[config.mk]
export PLATFORM = sky130hd
export DESIGN_NAME = mem_stage
export DESIGN_NICKNAME = d
export VERILOG_FILES = /design/src/rtl/mem_pkg.sv /design/src/rtl/load_store_align.sv /design/src/rtl/mem_stage.sv
export SDC_FILE = /design/constraint.sdc
export NUM_CORES = 1
export LEC_CHECK = 0
export ABC_AREA = 1
export BUFFER_PORTS_ARGS = -buffer_cell sky130_fd_sc_hd__clkbuf_2
export CORE_MARGIN = 2
export CORE_UTILIZATION = 58
export CTS_BUF_LIST = sky130_fd_sc_hd__clkbuf_8
export DETAILED_ROUTE_END_ITERATION = 6
export PLACE_DENSITY = 0.89
export RECOVER_POWER = 100
export SYNTH_ARGS = -nofsm -noshare
export SYNTH_HDL_FRONTEND = slang
export SYNTH_HIERARCHICAL = 1
export SYNTH_SLANG_ARGS = --single-unit
[constraint.sdc]
create_clock -name clk -period 4.1 [get_ports clk]
set_input_delay 0.41 -clock clk [delete_from_list [all_inputs] [get_ports clk]]
set_output_delay 0.41 -clock clk [all_outputs]
set_load 0.1 [all_outputs]
[src/rtl/mem_pkg.sv]
// Shared encodings for the memory-access stage: access sizes, FSM states and
// big-endian byte-enable patterns.
package mem_pkg;

   localparam logic [1:0] SZ_BYTE = 2'b00;
   localparam logic [1:0] SZ_HALF = 2'b01;
   localparam logic [1:0] SZ_WORD = 2'b10;

   localparam logic [3:0] BE_BYTE0 = 4'b1000;
   localparam logic [3:0] BE_HALF0 = 4'b1100;
   localparam logic [3:0] BE_HALF2 = 4'b0011;
   localparam logic [3:0] BE_WORD  = 4'b1111;

   localparam int CNT_W = 8;

   typedef enum logic {
      ST_IDLE   = 1'b0,
      ST_ACCESS = 1'b1
   } state_e;

endpackage

[src/rtl/load_store_align.sv]
// Combinational lane steering: byte enables and replicated store data for a
// request, lane extraction and extension for load data, and alignment check.
module load_store_align
   import mem_pkg::*;
(
   input  logic [1:0]  off_i,
   input  logic [1:0]  size_i,
   input  logic        signed_i,
   input  logic [31:0] sdata_i,
   input  logic [31:0] rdata_i,
   output logic [3:0]  be_o,
   output logic [31:0] wdata_o,
   output logic [31:0] ldata_o,
   output logic        misaligned_o
);

   logic [7:0]  lane8;
   logic [15:0] lane16;

   always_comb begin
      be_o         = BE_WORD;
      wdata_o      = sdata_i;
      ldata_o      = rdata_i;
      misaligned_o = 1'b0;
      lane8        = rdata_i[31:24];
      lane16       = rdata_i[31:16];
      case (size_i)
         SZ_BYTE: begin
            be_o    = BE_BYTE0 >> off_i;
            wdata_o = {4{sdata_i[7:0]}};
            // Big-endian: offset 0 is the most significant byte
            case (off_i)
               2'd0:    lane8 = rdata_i[31:24];
               2'd1:    lane8 = rdata_i[23:16];
               2'd2:    lane8 = rdata_i[15:8];
               default: lane8 = rdata_i[7:0];
            endcase
            ldata_o = {{24{signed_i & lane8[7]}}, lane8};
         end
         SZ_HALF: begin
            be_o         = off_i[1] ? BE_HALF2 : BE_HALF0;
            wdata_o      = {2{sdata_i[15:0]}};
            lane16       = off_i[1] ? rdata_i[15:0] : rdata_i[31:16];
            ldata_o      = {{16{signed_i & lane16[15]}}, lane16};
            misaligned_o = off_i[0];
         end
         default: begin
            misaligned_o = (off_i != 2'b00);
         end
      endcase
   end

endmodule

[src/rtl/mem_stage.sv]
// Memory-access pipeline stage: registers EX results, runs load/store through a
// req/ack handshake with timeout, stalls upstream while a transaction is open.
module mem_stage
   import mem_pkg::*;
#(
   parameter int TIMEOUT = 16
) (
   input  logic        clk,
   input  logic        reset,
   input  logic        ex_valid,
   input  logic        flush,
   input  logic [31:0] ex_alu_result,
   input  logic [31:0] ex_store_data,
   input  logic [4:0]  ex_rd,
   input  logic        ex_load,
   input  logic        ex_store,
   input  logic        ex_rf_enable,
   input  logic        ex_signed,
   input  logic [1:0]  ex_size,
   output logic        mem_stall,
   output logic        mem_req,
   output logic        mem_we,
   output logic [31:0] mem_addr,
   output logic [31:0] mem_wdata,
   output logic [3:0]  mem_be,
   input  logic        mem_ack,
   input  logic [31:0] mem_rdata,
   output logic        wb_valid,
   output logic        wb_rf_enable,
   output logic [4:0]  wb_rd,
   output logic [31:0] wb_data,
   output logic        align_err,
   output logic        bus_err
);

   state_e             state_q, state_d;
   logic [CNT_W-1:0]   cnt_q, cnt_d;
   logic [29:0]        addr_q, addr_d;
   logic [1:0]         off_q, off_d;
   logic [1:0]         size_q, size_d;
   logic               signed_q, signed_d;
   logic               we_q, we_d;
   logic [3:0]         be_q, be_d;
   logic [31:0]        wdata_q, wdata_d;
   logic [4:0]         rd_q, rd_d;
   logic               rfen_q, rfen_d;
   logic               wb_valid_q, wb_valid_d;
   logic               wb_rf_q, wb_rf_d;
   logic [4:0]         wb_rd_q, wb_rd_d;
   logic [31:0]        wb_data_q, wb_data_d;
   logic               align_err_q, align_err_d;
   logic               bus_err_q, bus_err_d;

   logic               idle;
   logic [1:0]         al_off, al_size;
   logic               al_signed, al_misaligned;
   logic [3:0]         al_be;
   logic [31:0]        al_wdata, al_ldata;

   assign idle = (state_q == ST_IDLE);

   // One aligner serves both phases: EX attributes in IDLE, latched ones in ACCESS
   assign al_off    = idle ? ex_alu_result[1:0] : off_q;
   assign al_size   = idle ? ex_size            : size_q;
   assign al_signed = idle ? ex_signed          : signed_q;

   load_store_align u_align (
      .off_i        (al_off),
      .size_i       (al_size),
      .signed_i     (al_signed),
      .sdata_i      (ex_store_data),
      .rdata_i      (mem_rdata),
      .be_o         (al_be),
      .wdata_o      (al_wdata),
      .ldata_o      (al_ldata),
      .misaligned_o (al_misaligned)
   );

   always_comb begin
      state_d     = state_q;
      cnt_d       = cnt_q;
      addr_d      = addr_q;
      off_d       = off_q;
      size_d      = size_q;
      signed_d    = signed_q;
      we_d        = we_q;
      be_d        = be_q;
      wdata_d     = wdata_q;
      rd_d        = rd_q;
      rfen_d      = rfen_q;
      wb_valid_d  = 1'b0;
      wb_rf_d     = 1'b0;
      wb_rd_d     = wb_rd_q;
      wb_data_d   = wb_data_q;
      align_err_d = 1'b0;
      bus_err_d   = 1'b0;
      case (state_q)
         ST_IDLE: begin
            if (ex_valid && !flush) begin
               wb_rd_d = ex_rd;
               if (!(ex_load || ex_store)) begin
                  wb_valid_d = 1'b1;
                  wb_data_d  = ex_alu_result;
                  wb_rf_d    = ex_rf_enable && (ex_rd != 5'd0);
               end else if (al_misaligned) begin
                  wb_valid_d  = 1'b1;
                  wb_data_d   = ex_alu_result;
                  align_err_d = 1'b1;
               end else begin
                  state_d  = ST_ACCESS;
                  cnt_d    = '0;
                  addr_d   = ex_alu_result[31:2];
                  off_d    = ex_alu_result[1:0];
                  size_d   = ex_size;
                  signed_d = ex_signed;
                  we_d     = ex_store;
                  be_d     = al_be;
                  wdata_d  = al_wdata;
                  rd_d     = ex_rd;
                  rfen_d   = ex_rf_enable && (ex_rd != 5'd0);
               end
            end
         end
         ST_ACCESS: begin
            // Ack takes priority over an expiring timeout on the same edge
            if (mem_ack) begin
               state_d    = ST_IDLE;
               wb_valid_d = 1'b1;
               wb_rd_d    = rd_q;
               if (we_q) begin
                  wb_data_d = {addr_q, off_q};
               end else begin
                  wb_data_d = al_ldata;
                  wb_rf_d   = rfen_q;
               end
            end else if (cnt_q == CNT_W'(TIMEOUT - 1)) begin
               state_d    = ST_IDLE;
               wb_valid_d = 1'b1;
               wb_rd_d    = rd_q;
               wb_data_d  = '0;
               bus_err_d  = 1'b1;
            end else begin
               cnt_d = cnt_q + 1'b1;
            end
         end
         default: state_d = ST_IDLE;
      endcase
   end

   always_ff @(posedge clk or negedge reset) begin
      if (!reset) begin
         state_q     <= ST_IDLE;
         cnt_q       <= '0;
         addr_q      <= '0;
         off_q       <= '0;
         size_q      <= '0;
         signed_q    <= 1'b0;
         we_q        <= 1'b0;
         be_q        <= '0;
         wdata_q     <= '0;
         rd_q        <= '0;
         rfen_q      <= 1'b0;
         wb_valid_q  <= 1'b0;
         wb_rf_q     <= 1'b0;
         wb_rd_q     <= '0;
         wb_data_q   <= '0;
         align_err_q <= 1'b0;
         bus_err_q   <= 1'b0;
      end else begin
         state_q     <= state_d;
         cnt_q       <= cnt_d;
         addr_q      <= addr_d;
         off_q       <= off_d;
         size_q      <= size_d;
         signed_q    <= signed_d;
         we_q        <= we_d;
         be_q        <= be_d;
         wdata_q     <= wdata_d;
         rd_q        <= rd_d;
         rfen_q      <= rfen_d;
         wb_valid_q  <= wb_valid_d;
         wb_rf_q     <= wb_rf_d;
         wb_rd_q     <= wb_rd_d;
         wb_data_q   <= wb_data_d;
         align_err_q <= align_err_d;
         bus_err_q   <= bus_err_d;
      end
   end

   assign mem_stall    = (state_q == ST_ACCESS);
   assign mem_req      = (state_q == ST_ACCESS);
   assign mem_we       = we_q;
   assign mem_addr     = {addr_q, 2'b00};
   assign mem_wdata    = wdata_q;
   assign mem_be       = be_q;
   assign wb_valid     = wb_valid_q;
   assign wb_rf_enable = wb_rf_q;
   assign wb_rd        = wb_rd_q;
   assign wb_data      = wb_data_q;
   assign align_err    = align_err_q;
   assign bus_err      = bus_err_q;

endmodule

==> results.json <==
{
  "gp_congestion": 0.920,
  "yosys.area.top_type": "dfrtp_1",
  "syn_area_sq_um": 7280,
  "numCtsBuffers": 17,
  "synth_top_area_share_pct": 44.0,
  "final_cell_mix": "501 x nand2_1, 128 x dfrtp_1, 112 x clkbuf_2, 111 x clkbuf_1, 99 x inv_1",
  "floorplan.die.width_um": 116,
  "slowest_delay_ns": 0.63,
  "cts_sinks": 128,
  "die_y_um": 116,
  "worst_slew_margin_rel_pct": -9.85,
  "finalClockSkew_ns": 0.0108,
  "num_io_pins": 224,
  "period_minus_slack_ns": 3.51,
  "antenna_found_initial": 1,
  "timing.fmax_ghz": 0.285,
  "async_reset_ff_share_pct": 100,
  "cts_tree": "yes",
  "grt_util_all_layers_pct": 33.3,
  "hp-class": "in -> reg",
  "io_buffers": 221,
  "synth_flop_cell": "dfrtp_1",
  "setup_tns_ns": 0,
  "end_kind": "register",
  "cp-start-kind": "register",
  "crit_start": "mem_req$_DFF_PN0_",
  "post-route-drc-count": 0,
  "tightest_slew_ns": 1.65,
  "drt_iter0_drc": 911,
  "routed_wl_mm": 22.0,
  "yosys-top-cells-area": "dfrtp_1 44%, nand2_1 26%, inv_1 4.9%",
  "clock_path_buffers": 2,
  "synth_edf_count": 0,
  "htree_levels": 4,
  "clkTransAtPathRegs_ns": 0.07,
  "dp_hpwl_mm": 15.3,
  "critPathCapture": "size_q[0]$_DFFE_PN0P_",
  "fillers": 1057,
  "wl_per_cell_um": 15.5,
  "syn2layout_area_growth_pct": 17.4,
  "vias": 7613,
  "cpMostUsedCell": "o21ai_0",
  "synth-seq-cells": 128,
  "slowest_stage": "nor2_4",
  "setup-violations-final": 0,
  "maxCapViolCount": 1,
  "hold_viol": 0,
  "worstSkewPairLatency_ns": 0.46,
  "stdcell_count": 1414,
  "layout_commonest_cell": "nand2_1",
  "path_cells": "inv_2, o21ai_0, nor2_2, o22ai_1, nor2_1, nand2_2, nor2_4, inv_1, buf_4, nand2_1, o21ai_0",
  "cts-root-buf": "clkbuf_8",
  "violations": "capacitance limit, slew limit",
  "drive_gt1_share_pct": 15.0,
  "core_area_sq_um": 12100,
  "syn_inst": 1044,
  "finish.instance_area_sq_um": 8540,
  "rr_endpoint": "size_q[0]$_DFFE_PN0P_",
  "whs_path_depth": 2,
  "synth.yosys.warnings": 6,
  "antenna_cells": 0,
  "critPathKind": "reg -> reg",
  "reg2regPathDepth": 11,
  "fin_nets": 1347,
  "num_rows": 40,
  "syn_avg_cell_area_sq_um": 6.97,
  "hold_buffers": 1,
  "cp.arrival_ns": 3.85,
  "dieArea_sq_um": 13500,
  "worst-r2r-setup-slack_ns": 0.59,
  "rsz0062_at_grt": "false",
  "cts_resized": 0,
  "firstDrtPassIters": 6,
  "cts_setup_buffers": 0,
  "worstPathRequired_ns": 4.44,
  "status": "finished, violations left",
  "grt_pass1_wl_mm": 34.5,
  "viasPerCell": 5.38,
  "gr-total-overflow": 0,
  "grt_pass1_vias": 7002,
  "yosysUniqueCellTypes": 33,
  "ys_seq_area_share_pct": 44.0,
  "dp.cells": 1382,
  "worstPathMaxFanout": 43,
  "min_period_over_period_pct": 85.6,
  "final_antenna_net_count": 0,
  "worstReg2RegStart": "mem_req$_DFF_PN0_",
  "start_util_pct": 60.1,
  "slew_violations": 36,
  "grt_max_degree": 64,
  "dpl_cell_area_sq_um": 8330
}
[synthesized netlist by cell type (all sizes together), types with 2 or more instances]
cell	count
dfrtp	128
mux2i	2
o211ai	2
clkbuf	27
nor3	2
nand4	34
nor2	39
nand3	78
a21oi	7
inv	101
nand2	506
buf	38
o21ai	73
[cell families (layout without fill, tap and decap cells)]
| family | Yosys count | after routing | share of synthesized area, % |
|---|---|---|---|
| and+or+nand+nor | 661 | 661 | 39.0 |
| buffers and inverters | 167 | 368 | 10.5 |
| DFF | 128 | 128 | 44.0 |
| AOI/OAI and AO/OA | 83 | 83 | 5.95 |
| muxes | 2 | 2 | 0.275 |
| adders and majority gates | 1 | 1 | 0.172 |
| other | 1 | 2 | 0.0515 |
| xor gates and xnor gates | 1 | 1 | 0.120 |
[metal layers]
metal / vias to the layer above / share of wire (%) / global-route usage, %
met5: - / 0.059 / 0
met4: 2 / 3.8 / 16.1
met3: 72 / 9.2 / 7.37
met2: 440 / 45 / 50.9
met1: 3478 / 42 / 45.4
li1: 3621 / - / -
[critical path, delay by kind of cell (launching register included)]
family / cells / cell delay (ns)
AOI/OAI and AO/OA: 3 / 0.63
buffers and inverters: 3 / 1.14
DFF: 1 / 0.41
and+or+nand+nor: 5 / 1.22
[worst min path at each step]
stage / from / slack [ns] / to
3_5_place_dp: reset / 0.28 / rd_q[0]$_DFFE_PN0P_
3_3_place_gp: reset / 0.29 / wb_rd[4]$_DFFE_PN0P_
5_1_grt: mem_ack / 0.14 / bus_err$_DFF_PN0_
4_1_cts: mem_ack / 0.13 / bus_err$_DFF_PN0_
2_1_floorplan: reset / 0.11 / addr_q[0]$_DFFE_PN0P_
6_report: mem_ack / 0.16 / bus_err$_DFF_PN0_
[sequential cells by signal (all words and copies together), names as in the netlist, 2 cells and up]
signal / cells
addr_q: 30
mem_wdata: 32
cnt_q: 8
size_q: 2
wb_rd: 5
wb_data: 32
off_q: 2
rd_q: 5
mem_be: 4
[layout make-up]
type                            count  area [sq um]  share of cell area [%]
Multi-Input combinational cell    750          3300                    38.7
Sequential cell                   128          3200                    37.5
Timing Repair Buffer              235          1070                    12.5
Inverter                          102           385                    4.51
Clock buffer                       22           303                    3.54
Tap cell                          168           210                    2.46
Clock inverter                      9          66.3                   0.776
[metrics by stage]
stage / utilization (%) / setup slack, ns / hold WS [ns]
3_5_place_dp: 68.8 / 0.812 / 0.282
2_1_floorplan: - / 0.886 / 0.114
6_report: 70.5 / 0.589 / 0.160
3_3_place_gp: 68.8 / 0.957 / 0.289
5_1_grt: 70.5 / 0.276 / 0.141
4_1_cts: 71.9 / 0.776 / 0.135
Power is left out: the tool's default activity adds up to more than one toggle a clock period on the data nets, which glitch-free logic cannot reach.
